===== src/rtl/agc_gain_ctrl.sv =====
// rtl/agc_gain_ctrl.sv - AGC loop filter: dead-band compare, clamped gain step, settle blanking, lock detect
// Optional fast acquisition enabled by defining AGC_FAST_ACQ_EN.
module agc_gain_ctrl #(
   parameter int                GAIN_W     = 8,
   parameter logic [GAIN_W-1:0] GAIN_MAX   = 8'hFF,
   parameter logic [GAIN_W-1:0] GAIN_MIN   = 8'h00,
   parameter int                STEP_SHIFT = 2,
   parameter int                LOCK_CNT   = 4,
   parameter int                SETTLE_CYC = 64
) (
   input  logic              clk,
   input  logic              reset,
   input  logic              agc_en,
   input  logic [8:0]        pwr_est_dB,
   input  logic              pwr_est_end,
   input  logic [8:0]        pwr_req_val,
   input  logic [3:0]        hyst_dB,
   input  logic [GAIN_W-1:0] gain_init,
   output logic [GAIN_W-1:0] gain_code,
   output logic              gain_upd,
   output logic              agc_lock,
   output logic              gain_at_max,
   output logic              gain_at_min
);

   localparam int         SW        = GAIN_W + 2;
   localparam logic [3:0] LOCK_MAX  = 4'(LOCK_CNT);
   localparam logic [9:0] SETTLE_LD = 10'(SETTLE_CYC - 1);

   typedef enum logic [1:0] {IDLE, WAIT_EST, CALC, SETTLE} state_t;

   state_t            state_q, state_nxt;
   logic [9:0]        err_q, err_nxt, err_calc;
   logic [GAIN_W-1:0] gain_q, gain_nxt;
   logic              upd_q, upd_nxt;
   logic              lock_q, lock_nxt;
   logic [3:0]        lock_cnt_q, lock_cnt_nxt, lock_cnt_inc;
   logic [9:0]        settle_q, settle_nxt, settle_ld;
   logic [4:0]        shift_amt;
   logic              hold;

   logic [9:0]        abs_err, mag_raw, mag;
   logic              in_window;
   logic [SW-1:0]     step, sum;
   logic [GAIN_W-1:0] gain_new;

   assign hold     = !agc_en || (state_q == IDLE);
   assign err_calc = {1'b0, pwr_req_val} - {1'b0, pwr_est_dB};

`ifdef AGC_FAST_ACQ_EN
   localparam int         SHIFT_FAST     = (STEP_SHIFT > 0) ? STEP_SHIFT - 1 : 0;
   localparam int         SETTLE_HALF    = (SETTLE_CYC / 2 > 0) ? SETTLE_CYC / 2 : 1;
   localparam logic [9:0] SETTLE_FAST_LD = 10'(SETTLE_HALF - 1);

   logic fast_q, fast_nxt;

   // Acquisition mode lasts from each exit of IDLE until the first lock.
   always_comb begin
      fast_nxt = fast_q;
      if (hold)
         fast_nxt = 1'b1;
      else if (lock_nxt)
         fast_nxt = 1'b0;
   end

   always_ff @(posedge clk) begin
      if (reset)
         fast_q <= 1'b1;
      else
         fast_q <= fast_nxt;
   end

   assign shift_amt = fast_q ? 5'(SHIFT_FAST) : 5'(STEP_SHIFT);
   assign settle_ld = fast_q ? SETTLE_FAST_LD : SETTLE_LD;
`else
   assign shift_amt = 5'(STEP_SHIFT);
   assign settle_ld = SETTLE_LD;
`endif

   // Step arithmetic is two's complement at SW bits; a set sign bit means below zero.
   always_comb begin
      abs_err   = err_q[9] ? (~err_q + 10'd1) : err_q;
      in_window = (abs_err <= {6'd0, hyst_dB});
      mag_raw   = abs_err >> shift_amt;
      mag       = (mag_raw == 10'd0) ? 10'd1 : mag_raw;
      step      = err_q[9] ? (~SW'(mag) + SW'(1)) : SW'(mag);
      sum       = {2'b00, gain_q} + step;
      if (sum[SW-1] || (sum < {2'b00, GAIN_MIN}))
         gain_new = GAIN_MIN;
      else if (sum > {2'b00, GAIN_MAX})
         gain_new = GAIN_MAX;
      else
         gain_new = sum[GAIN_W-1:0];
      lock_cnt_inc = (lock_cnt_q >= LOCK_MAX) ? LOCK_MAX : lock_cnt_q + 4'd1;
   end

   always_ff @(posedge clk) begin
      if (reset)
         state_q <= IDLE;
      else
         state_q <= state_nxt;
   end

   always_comb begin
      state_nxt = state_q;
      if (!agc_en) begin
         state_nxt = IDLE;
      end else begin
         case (state_q)
            IDLE:     state_nxt = WAIT_EST;
            WAIT_EST: if (pwr_est_end) state_nxt = CALC;
            CALC:     state_nxt = (!in_window && (gain_new != gain_q)) ? SETTLE : WAIT_EST;
            SETTLE:   if (settle_q == 10'd0) state_nxt = WAIT_EST;
            default:  state_nxt = IDLE;
         endcase
      end
   end

   always_comb begin
      err_nxt      = err_q;
      gain_nxt     = gain_q;
      upd_nxt      = 1'b0;
      lock_nxt     = lock_q;
      lock_cnt_nxt = lock_cnt_q;
      settle_nxt   = settle_q;
      if (hold) begin
         gain_nxt     = gain_init;
         lock_nxt     = 1'b0;
         lock_cnt_nxt = 4'd0;
      end else begin
         case (state_q)
            WAIT_EST: begin
               if (pwr_est_end)
                  err_nxt = err_calc;
            end
            CALC: begin
               if (in_window) begin
                  lock_cnt_nxt = lock_cnt_inc;
                  lock_nxt     = (lock_cnt_inc == LOCK_MAX);
               end else begin
                  lock_cnt_nxt = 4'd0;
                  lock_nxt     = 1'b0;
                  if (gain_new != gain_q) begin
                     gain_nxt   = gain_new;
                     upd_nxt    = 1'b1;
                     settle_nxt = settle_ld;
                  end
               end
            end
            SETTLE: begin
               if (settle_q != 10'd0)
                  settle_nxt = settle_q - 10'd1;
            end
            default: ;
         endcase
      end
   end

   always_ff @(posedge clk) begin
      if (reset) begin
         err_q      <= '0;
         gain_q     <= GAIN_MIN;
         upd_q      <= 1'b0;
         lock_q     <= 1'b0;
         lock_cnt_q <= '0;
         settle_q   <= '0;
      end else begin
         err_q      <= err_nxt;
         gain_q     <= gain_nxt;
         upd_q      <= upd_nxt;
         lock_q     <= lock_nxt;
         lock_cnt_q <= lock_cnt_nxt;
         settle_q   <= settle_nxt;
      end
   end

   assign gain_code   = gain_q;
   assign gain_upd    = upd_q;
   assign agc_lock    = lock_q;
   assign gain_at_max = (gain_q == GAIN_MAX);
   assign gain_at_min = (gain_q == GAIN_MIN);

endmodule


===== config.mk =====
export PLATFORM = sky130hd
export DESIGN_NAME = agc_gain_ctrl
export DESIGN_NICKNAME = d
export VERILOG_FILES = /design/src/rtl/agc_gain_ctrl.sv
export SDC_FILE = /design/constraint.sdc
export NUM_CORES = 1
export LEC_CHECK = 0
export CAP_MARGIN = 20
export CORE_ASPECT_RATIO = 0.7
export CORE_MARGIN = 5
export CORE_UTILIZATION = 45
export DETAILED_ROUTE_END_ITERATION = 10
export PLACE_DENSITY = 0.67
export RECOVER_POWER = 25
export SLEW_MARGIN = 20
export SYNTH_ARGS = -nofsm -noshare
export SYNTH_HDL_FRONTEND = slang
export SYNTH_SLANG_ARGS = --single-unit

===== constraint.sdc =====
create_clock -name clk -period 12.7 [get_ports clk]
set_input_delay 2.54 -clock clk [delete_from_list [all_inputs] [get_ports clk]]
set_output_delay 2.54 -clock clk [all_outputs]
set_load 0.05 [all_outputs]

======== After elaboration in Yosys (flattened, before gate mapping) ========
Index checks and enable logic that the tools add are counted.
operators by class
  muxes and demuxes ....................... 21
  $add $sub $neg .......................... 6
  reductions and logical operators ........ 20
  $lt $le $gt $ge ......................... 4
  bitwise gates (word level) .............. 5
  equality and inequality tests ........... 12
operators by type and width
  kind                                                                    number
  8-bit 2-to-1 mux                                                        7
  10-bit 2-to-1 mux                                                       5
  10-bit by 1-bit adder with 10-bit output (second input constant)        2
  10-bit zero test                                                        2
  10-bit one-hot mux with 2 select lines                                  1
  2-bit inequality test (second input constant)                           6
  8-bit by 10-bit adder with 10-bit output                                1
  10-bit by 8-bit > comparator with 1-bit output (second input constant)  1
  10-bit by 4-bit less-or-equal comparator with 1-bit output              1
  10-bit by 1-bit < comparator with 1-bit output (second input constant)  1
  10-bit inverter                                                         1
  8-bit inverter with 10-bit output                                       1
  10-bit nonzero test                                                     1
  10-bit by 1-bit subtractor with 10-bit output (second input constant)   1
  9-bit by 9-bit subtractor with 10-bit output                            1
  8-bit == test (second input constant)                                   1
  8-bit zero test                                                         1
  4-bit 2-to-1 mux                                                        2
  8-bit inequality test                                                   1
  2-bit one-hot mux with 4 select lines                                   1
  2-bit 2-to-1 mux                                                        3
  3-bit AND reduction                                                     2
  2-bit nonzero test                                                      3
  5-bit AND reduction                                                     1
  other kinds (14)                                                        21
word-level totals
  logic and storage cells ................. 75
  flip-flop bits (word level) ............. 36
  output and inout port bits .............. 12
  input port bits ......................... 34

======== Depth between registers and ports, before layout ========
Gate-level depths: netlist of run 1.
  word-level depth ........................ 17
  mapped depth ............................ 27
  depth with buffers taken out ............ 25

======== Worst setup path after synthesis of run 1 ========
OpenSTA, ideal clock, no wires.
  path kind ............................... register to register
  start point ............................. register err_q[2]
  end point ............................... register gain_q[5], in the netlist gain_code[5]
  data required time ...................... 12614 ps
  path slack .............................. 7430 ps
  period minus slack after synthesis ...... 5270 ps
  buffers on the path ..................... 1
  stages on the path, launching flop included .. 24
  data arrival time ....................... 5185 ps
  setup time .............................. 86 ps
  cell sequence ........................... dfxtp_1 > buf_6 > or4_4 > o211ai_2 > o211ai_2 > and2_1 > a21o_1 > inv_1 > ha_1 > and3_1 > xnor2_1 > nand2_1 > xnor2_1 > ha_1 > and3_1 > a22oi_1 > mux2i_1 > nor2_2 > o2bb2ai_1 > o211a_1 > or3_1 > a31oi_1 > mux2_2 > a211oi_1
between the ends
  longest elaborated chain between the ends .. 16
  elaborated cells between the ends (all ways) .. 23
  those cells by class .................... add/sub (3); order compare (3); eq/ne (2); mux (9); bitwise (2); reduce/logical (4)
RTL lines
  item                                                                               RTL line  RTL
  start, declared                                                                    33        logic [9:0] err_q, err_nxt, err_calc;
  start signal, assigned                                                             168       err_q <= err_nxt;
  10-bit inverter                                                                    82        abs_err = err_q[9] ? (~err_q + 10'd1) : err_q;
  10-bit by 1-bit adder with 10-bit output                                           82
  10-bit 2-to-1 mux (*)                                                              82
  branches (longest 13 deep; another with 10-bit by 1-bit adder with 10-bit output)  n/a
  end signal, assigned                                                               169       gain_q <= gain_nxt;
  end, declared                                                                      34        logic [GAIN_W-1:0] gain_q, gain_nxt;
Mark *: on every way between the ends. The select of a mux whose other input is x is not followed.
A chain may end at the register's enable or synchronous reset.

======== Worst setup path after layout of run 1 ========
  start point ............................. register err_q[9]
  end point ............................... register gain_q[5], in the netlist gain_code[5]
between the ends
  longest elaborated chain between the ends .. 16
  elaborated cells between the ends (all ways) .. 23
  those cells by class .................... add/sub (3); order compare (3); eq/ne (2); mux (9); bitwise (2); reduce/logical (4)
RTL lines
  item
  branches (longest 16 deep; another with 10-bit by 1-bit adder with 10-bit output)
Parallel ways; which one is timed is not known. The select of a mux whose other input is x is not followed.

==> results of run 1 <==
==> critical path: cells and delay by family, from the launching register on <==
family | cells | cell delay (ns)
compound gates | 10 | 2.61
xor+xnor | 1 | 0.15
fa+ha+maj | 2 | 0.52
buf+inv | 2 | 0.30
flops | 1 | 0.74
mux | 2 | 0.61
simple gates | 6 | 1.38
==> power groups by stage <==
stage | Clock (mW) | Combinational (mW) | Sequential [mW]
5_1_grt | 0.118 | 0.0804 | 0.121
3_5_place_dp | 0 | 0.0723 | 0.123
3_3_place_gp | 0 | 0.0711 | 0.123
2_1_floorplan | 0 | 0.0427 | 0.127
4_1_cts | 0.112 | 0.0728 | 0.121
6_report | 0.111 | 0.0729 | 0.121
==> cell type report <==
cell class,count,area share [%]
clock inverters,1,0.7481
clock buffers,7,2.400
inverters,43,4.021
flip-flops and latches,36,17.96
well taps,98,3.055
multi-input cells,353,60.51
repair buffers,46,11.32
==> placed cells by master, fill, tap and decap left out, drive strengths merged, types with 7 or more instances in the layout <==
master	count
xnor2	10
and3	13
a31oi	7
o21ai	27
ha	30
clkbuf	8
inv	43
a311oi	8
a21oi	25
nand3	10
a21o	11
nor2	45
nand2	31
nor3	14
dlygate4sd3	7
dfxtp	36
or3	10
clkdlybuf4s50	38
nand2b	10
==> cells in the mapped netlist, drive strengths merged (9+ instances only) <==
| master | count |
|---|---|
| nand2 | 31 |
| a21oi | 25 |
| clkbuf | 9 |
| nor2 | 45 |
| or3 | 10 |
| nand3 | 10 |
| inv | 43 |
| dfxtp | 36 |
| and3 | 13 |
| nand2b | 10 |
| xnor2 | 10 |
| ha | 30 |
| a21o | 11 |
| nor3 | 14 |
| o21ai | 27 |
==> cells by family (layout without fill, tap and decap cells) <==
| family | Yosys count | in the layout |
|---|---|---|
| fa+ha+maj | 32 | 32 |
| buf+inv | 60 | 97 |
| simple gates | 167 | 167 |
| mux | 9 | 9 |
| xor+xnor | 15 | 15 |
| flops | 36 | 36 |
| compound gates | 130 | 130 |
==> registers in the layout, indices dropped and copies added (netlist names) <==
| signal | cells |
|---|---|
| err_q | 10 |
| settle_q | 10 |
| lock_cnt_q | 4 |
| gain_upd | 1 |
| agc_lock | 1 |
| gain_code | 8 |
| state_q | 2 |
==> worst min path at each step <==
stage | to | depth (start not counted)
4_1_cts | settle_q[8] | 2
5_1_grt | settle_q[9] | 2
3_5_place_dp | settle_q[8] | 2
3_3_place_gp | settle_q[8] | 2
6_report | settle_q[7] | 2
2_1_floorplan | settle_q[8] | 2
==> through the flow <==
step / cells / utilization (%) / worst slack, ns / area [um^2] / hold slack, ns
finish: 584 / 54.84 / 6.268 / 4014 / 0.4896
global route: 584 / 54.84 / 5.626 / 4014 / 0.5056
CTS: 584 / 54.80 / 5.901 / 4011 / 0.4896
detailed placement: 576 / 53.08 / 5.966 / 3885 / 0.4762
global placement: 576 / 53.08 / 6.268 / 3885 / 0.4625
floorplan: 449 / - / 7.430 / 3392 / 0.4465
==> layer usage <==
layer / GRT usage, % / share of wire (%) / up-vias
li1: - / - / 1701
met1: 25.19 / 50 / 1559
met2: 30.90 / 44 / 79
met3: 3.350 / 5.4 / 6
met4: 2.847 / 0.50 / 0
met5: 0 / 0 / -
==> flow_summary.toml, run 1 <==
[power]
power.share.clock_pct = 36.4
combPwrFrac_pct = 24.0
p_sw_mw = 0.08683
leakagePower_nw = 1.672
powerDensity_mw_per_mm2 = 75.76
p_int_mw = 0.2172
switching_share_pct = 28.56
p_seq_share_pct = 39.7
power_mw = 0.3041
peakVddDrop_v = 0.00004251

[global_routing]
grt_overflow = 0
grt_pass1_vias = 3023
grt_max_degree = 27
antenna_found_initial = 0
track_usage_pct = 18.36
grt_pass1_wl_um = 14300

[clocking]
clkSinkCount = 36
clk_latency_ns = 0.29
cts_tree = "yes"
cts_setup_buffers = 0
clock_path_buffers = 2
post_cts_resized = 0
h-tree-depth = 2
path_clk_slew_ns = 0.07
cts-buffers-inserted = 5
clockRootBuffer = "clkbuf_8"
ctsHoldBuffers = 0

[synthesis]
synthesis.instances = 449
synth_top_area_cell = "dfxtp_1"
ys.flop_type = "dfxtp_1"
synth_top_family_by_area = "compound AO/OA/AOI/OAI gates"
yosys.area.top_type_share_pct = 21.25
ys_seq_elements = 36
synth_nets = 515
yosysSeqAreaShare_pct = 21.25
synth_compound_area_share_pct = 27.26
yosysWarnings = 0
ys_types = 62
avgSynthCellArea_um2 = 7.555
synth_enable_flop_cells = 0
async_reset_ff_share_pct = 0
synthXorXnorAreaFrac_pct = 3.873
synth.area.top_cells = "dfxtp_1 (21%), ha_1 (11%), nor2_1 (4.9%)"
synthAdderAreaFrac_pct = 12.25
synth_simple_gate_area_share_pct = 25.27
netlist_area_mm2 = 0.003392
synthMuxAreaShare_pct = 2.767

[floorplanning]
fp.dieH_um = 82.64
die-area_mm2 = 0.009402
initial_core_util_pct = 46.34
io_pins = 46
die_w_um = 113.8
coreArea_mm2 = 0.007320
rows = 26

[place]
place_congestion = 0.8715
dp_hpwl_um = 6648
numPortBuffers = 45

[layout]
fillers = 726
syn_to_final_growth_pct = 18.33
multiInputGateArea_mm2 = 0.002429
regArea_um2 = 720.7
diodes = 0
drive_gt1_share_pct = 4.733
nets = 551

[worst_setup_path]
r2r-end = "gain_code[5]"
crit_path_end = "gain_code[5]"
rr_worst_depth = 23
end_kind = "flop"
worstPathRequired_ns = 12.89
critPathKind = "reg2reg"
crit_start = "err_q[9]"
max_stage_delay_ns = 0.74
r2r-start = "err_q[9]"
crit_arrival_ns = 6.63
crit_chain = "inv_1 > a21o_1 > a21oi_1 > and2_1 > a21o_1 > inv_1 > ha_1 > and3_1 > nand3b_1 > o21ai_0 > a32oi_1 > xnor2_1 > ha_1 > o21a_1 > o21ai_0 > mux2i_1 > nor2_2 > nor4_1 > o211a_1 > or3_1 > a31oi_2 > mux2_2 > a211oi_1"
critPathMaxFanout = 19
rrSetupSlack_ns = 6.27
start_kind = "flop"
critPathSlowestCell = "dfxtp_1"

[hold_path]
hp-class = "reg2reg"
holdCritStartpoint = "settle_q[7]"

[timing]
rsz0062_at_grt = "no"
setup_viol = 0
final_hold_viol_count = 0
slew_viol_final = 0
clock.fmax_ghz = 0.1555
skew_ns = 0.005943
max_slew.worst_pin.slew_ns = 0.9833
min_period_over_period_pct = 50.65
slew_headroom_pct = 34.23
fin_setup_tns_ns = 0
layout_min_cycle_time_ns = 6.432

[routing]
routed_wl_um = 8426
first_iter_violations = 175
ant_nets = 0
wire_per_inst_um = 14.43
vias = 3345
drt_drc_violations_left = 0
vias_per_cell = 5.728
drtPass1Iterations = 5

[outcome]
status = "completed"

[flow_run]
drv_cap = 0
No activity file was read; power rests on OpenSTA's default activity.
==> inputs of run 2 (changes only) <==
==> constraint.sdc (replaced) <==
create_clock -name clk -period 6.05 [get_ports clk]
set_input_delay 1.21 -clock clk [delete_from_list [all_inputs] [get_ports clk]]
set_output_delay 1.21 -clock clk [all_outputs]
set_load 0.05 [all_outputs]
==> run 2 against run 1 <==
  * Final cell count increased by 0.86%
  * Die area unchanged
  * Sequential share of layout area decreased by 0.30 points
  * Routed wire length increased by 1.7%
  * Clock skew increased by 0.0046 ns
  * Register-to-register slack got worse by 5.9 ns
  * Core utilization increased by 0.92 points
  * Via count increased by 0.24%
  * Flip-flop and latch count unchanged
  * Clock power increased by 63%
  * Maximum frequency increased by 12%
  * Highest routed layer unchanged
==> flow_summary.toml, run 2 (synthesis gave the netlist of run 1 again) <==
[floorplanning]
fp.dieH_um = 82.64
io_pins = 46
die-area_mm2 = 0.009402
die_w_um = 113.8
coreArea_mm2 = 0.007320
initial_core_util_pct = 46.34
rows = 26

[timing]
min_period_over_period_pct = 94.69
skew_ns = 0.01050
fin_setup_tns_ns = 0
rsz0062_at_grt = "no"
slew_headroom_pct = 32.89
setup_viol = 0
clock.fmax_ghz = 0.1746
final_hold_viol_count = 0
setup_slack_ns = 0.3215
max_slew.worst_pin.slew_ns = 1.003
layout_min_cycle_time_ns = 5.728
slew_viol_final = 0
hold-worst-slack_ns = 0.4861

[clocking]
path_clk_slew_ns = 0.08
cts_tree = "yes"
clk_latency_ns = 0.29
cts-buffers-inserted = 5
clock_path_buffers = 2
clkSinkCount = 36
h-tree-depth = 2
clockRootBuffer = "clkbuf_8"
ctsHoldBuffers = 0

[power]
leakagePower_nw = 1.671
powerDensity_mw_per_mm2 = 144.3
p_sw_mw = 0.1845
peakVddDrop_v = 0.00008977
p_seq_share_pct = 43.0
power.share.clock_pct = 30.8
combPwrFrac_pct = 26.2
power_mw = 0.5889
switching_share_pct = 31.33
p_int_mw = 0.4044

[routing]
wire_per_inst_um = 14.55
routed_wl_um = 8572
drt_drc_violations_left = 0
vias_per_cell = 5.693
drtPass1Iterations = 5
first_iter_violations = 234
vias = 3353
ant_nets = 0

[outcome]
status = "completed"

[layout]
nets = 556
syn_to_final_growth_pct = 20.32
final_core_util_pct = 55.76
mostFrequentLayoutCells = "nor2_1 (44), inv_1 (43), clkdlybuf4s50_1 (38)"
fillers = 686
finalNonFillerCells = 589
multiInputGateArea_mm2 = 0.002499
drive_gt1_share_pct = 7.332
regArea_um2 = 720.7
final_common_cell = "nor2_1"
diodes = 0
final_area_mm2 = 0.004081

[place]
place_congestion = 0.8993
dpl_cell_area_mm2 = 0.003908
numPortBuffers = 45
dp.cells = 579
dp_hpwl_um = 6534
place_ws_ns = 0.2189

[worst_setup_path]
rrSetupSlack_ns = 0.32
end_kind = "flop"
critPathKind = "reg2reg"
start_kind = "flop"
rr_worst_depth = 25
critPathMaxFanout = 14
crit_arrival_ns = 5.91
r2r-start = "err_q[2]"
worstPathRequired_ns = 6.24
r2r-end = "gain_code[4]"

[global_routing]
grt_max_degree = 27
grt_overflow = 0
antenna_found_initial = 0
grt_pass1_vias = 3022
grt_pass1_wl_um = 14030
track_usage_pct = 18.19

[flow_run]
drv_cap = 0

[hold_path]
holdPathEnd = "settle_q[8]"
hp-class = "reg2reg"
min_path_cells = 2
holdCritStartpoint = "settle_q[8]"
[run 2: worst max path at each step]
stage          slack (ns)      endpoint     start
6_report             0.32  gain_code[4]  err_q[2]
5_1_grt              0.04   settle_q[5]  err_q[2]
4_1_cts              0.20  gain_code[4]  err_q[2]
3_5_place_dp         0.22  gain_code[4]  err_q[6]
3_3_place_gp         0.35  gain_code[4]  err_q[6]
2_1_floorplan        0.78  gain_code[5]  err_q[2]
[run 2: per-layer routing]
metal  global-route usage [%]  vias up  share of wire, %
met2                    29.96      109                43
met1                    25.03     1514                48
li1                         -     1724                 -
met3                    3.714        6               8.0
met4                    3.321        0              0.80
met5                        0        -                 0
[run 2: area by class of cell]
cell class                 count  area share (%)
clock buffer                   7           2.115
multi-input combinational    354           61.22
inverter                      43           3.955
sequential                    36           17.66
tap                           98           3.004
timing repair buffer          50           11.86
clock inverter                 1          0.1839
[run 2: power groups by stage]
stage	logic [mW]	registers, mW	clock network, mW
final	0.154	0.253	0.181
after global routing	0.170	0.255	0.197
after CTS	0.152	0.253	0.183
after detailed placement	0.151	0.259	0
after global placement	0.149	0.258	0
after floorplan	0.0897	0.267	0
[run 2: critical path: stages (launching register included)]
cell	delay, ns
dfxtp_1	0.40
or4_4	0.58
o211ai_2	0.18
o211ai_2	0.18
and2_1	0.25
a21o_1	0.19
inv_1	0.06
ha_1	0.18
and3_4	0.21
nand3b_1	0.08
o21ai_0	0.08
a32oi_1	0.13
xnor2_1	0.15
ha_1	0.36
o21ai_0	0.15
a22oi_1	0.24
o21ai_0	0.11
buf_4	0.17
a32oi_4	0.29
nand2_1	0.15
or4_4	0.45
a31oi_4	0.27
a31oi_1	0.15
buf_4	0.22
nand2b_1	0.15
a311oi_1	0.26
[run 2: timing repair]
| action | 4_1_cts | 5_1_grt |
|---|---|---|
| setup endpoints to repair | 0 | 17 |
| buffers inserted | 0 | 1 |
| resized for setup | 0 | 16 |
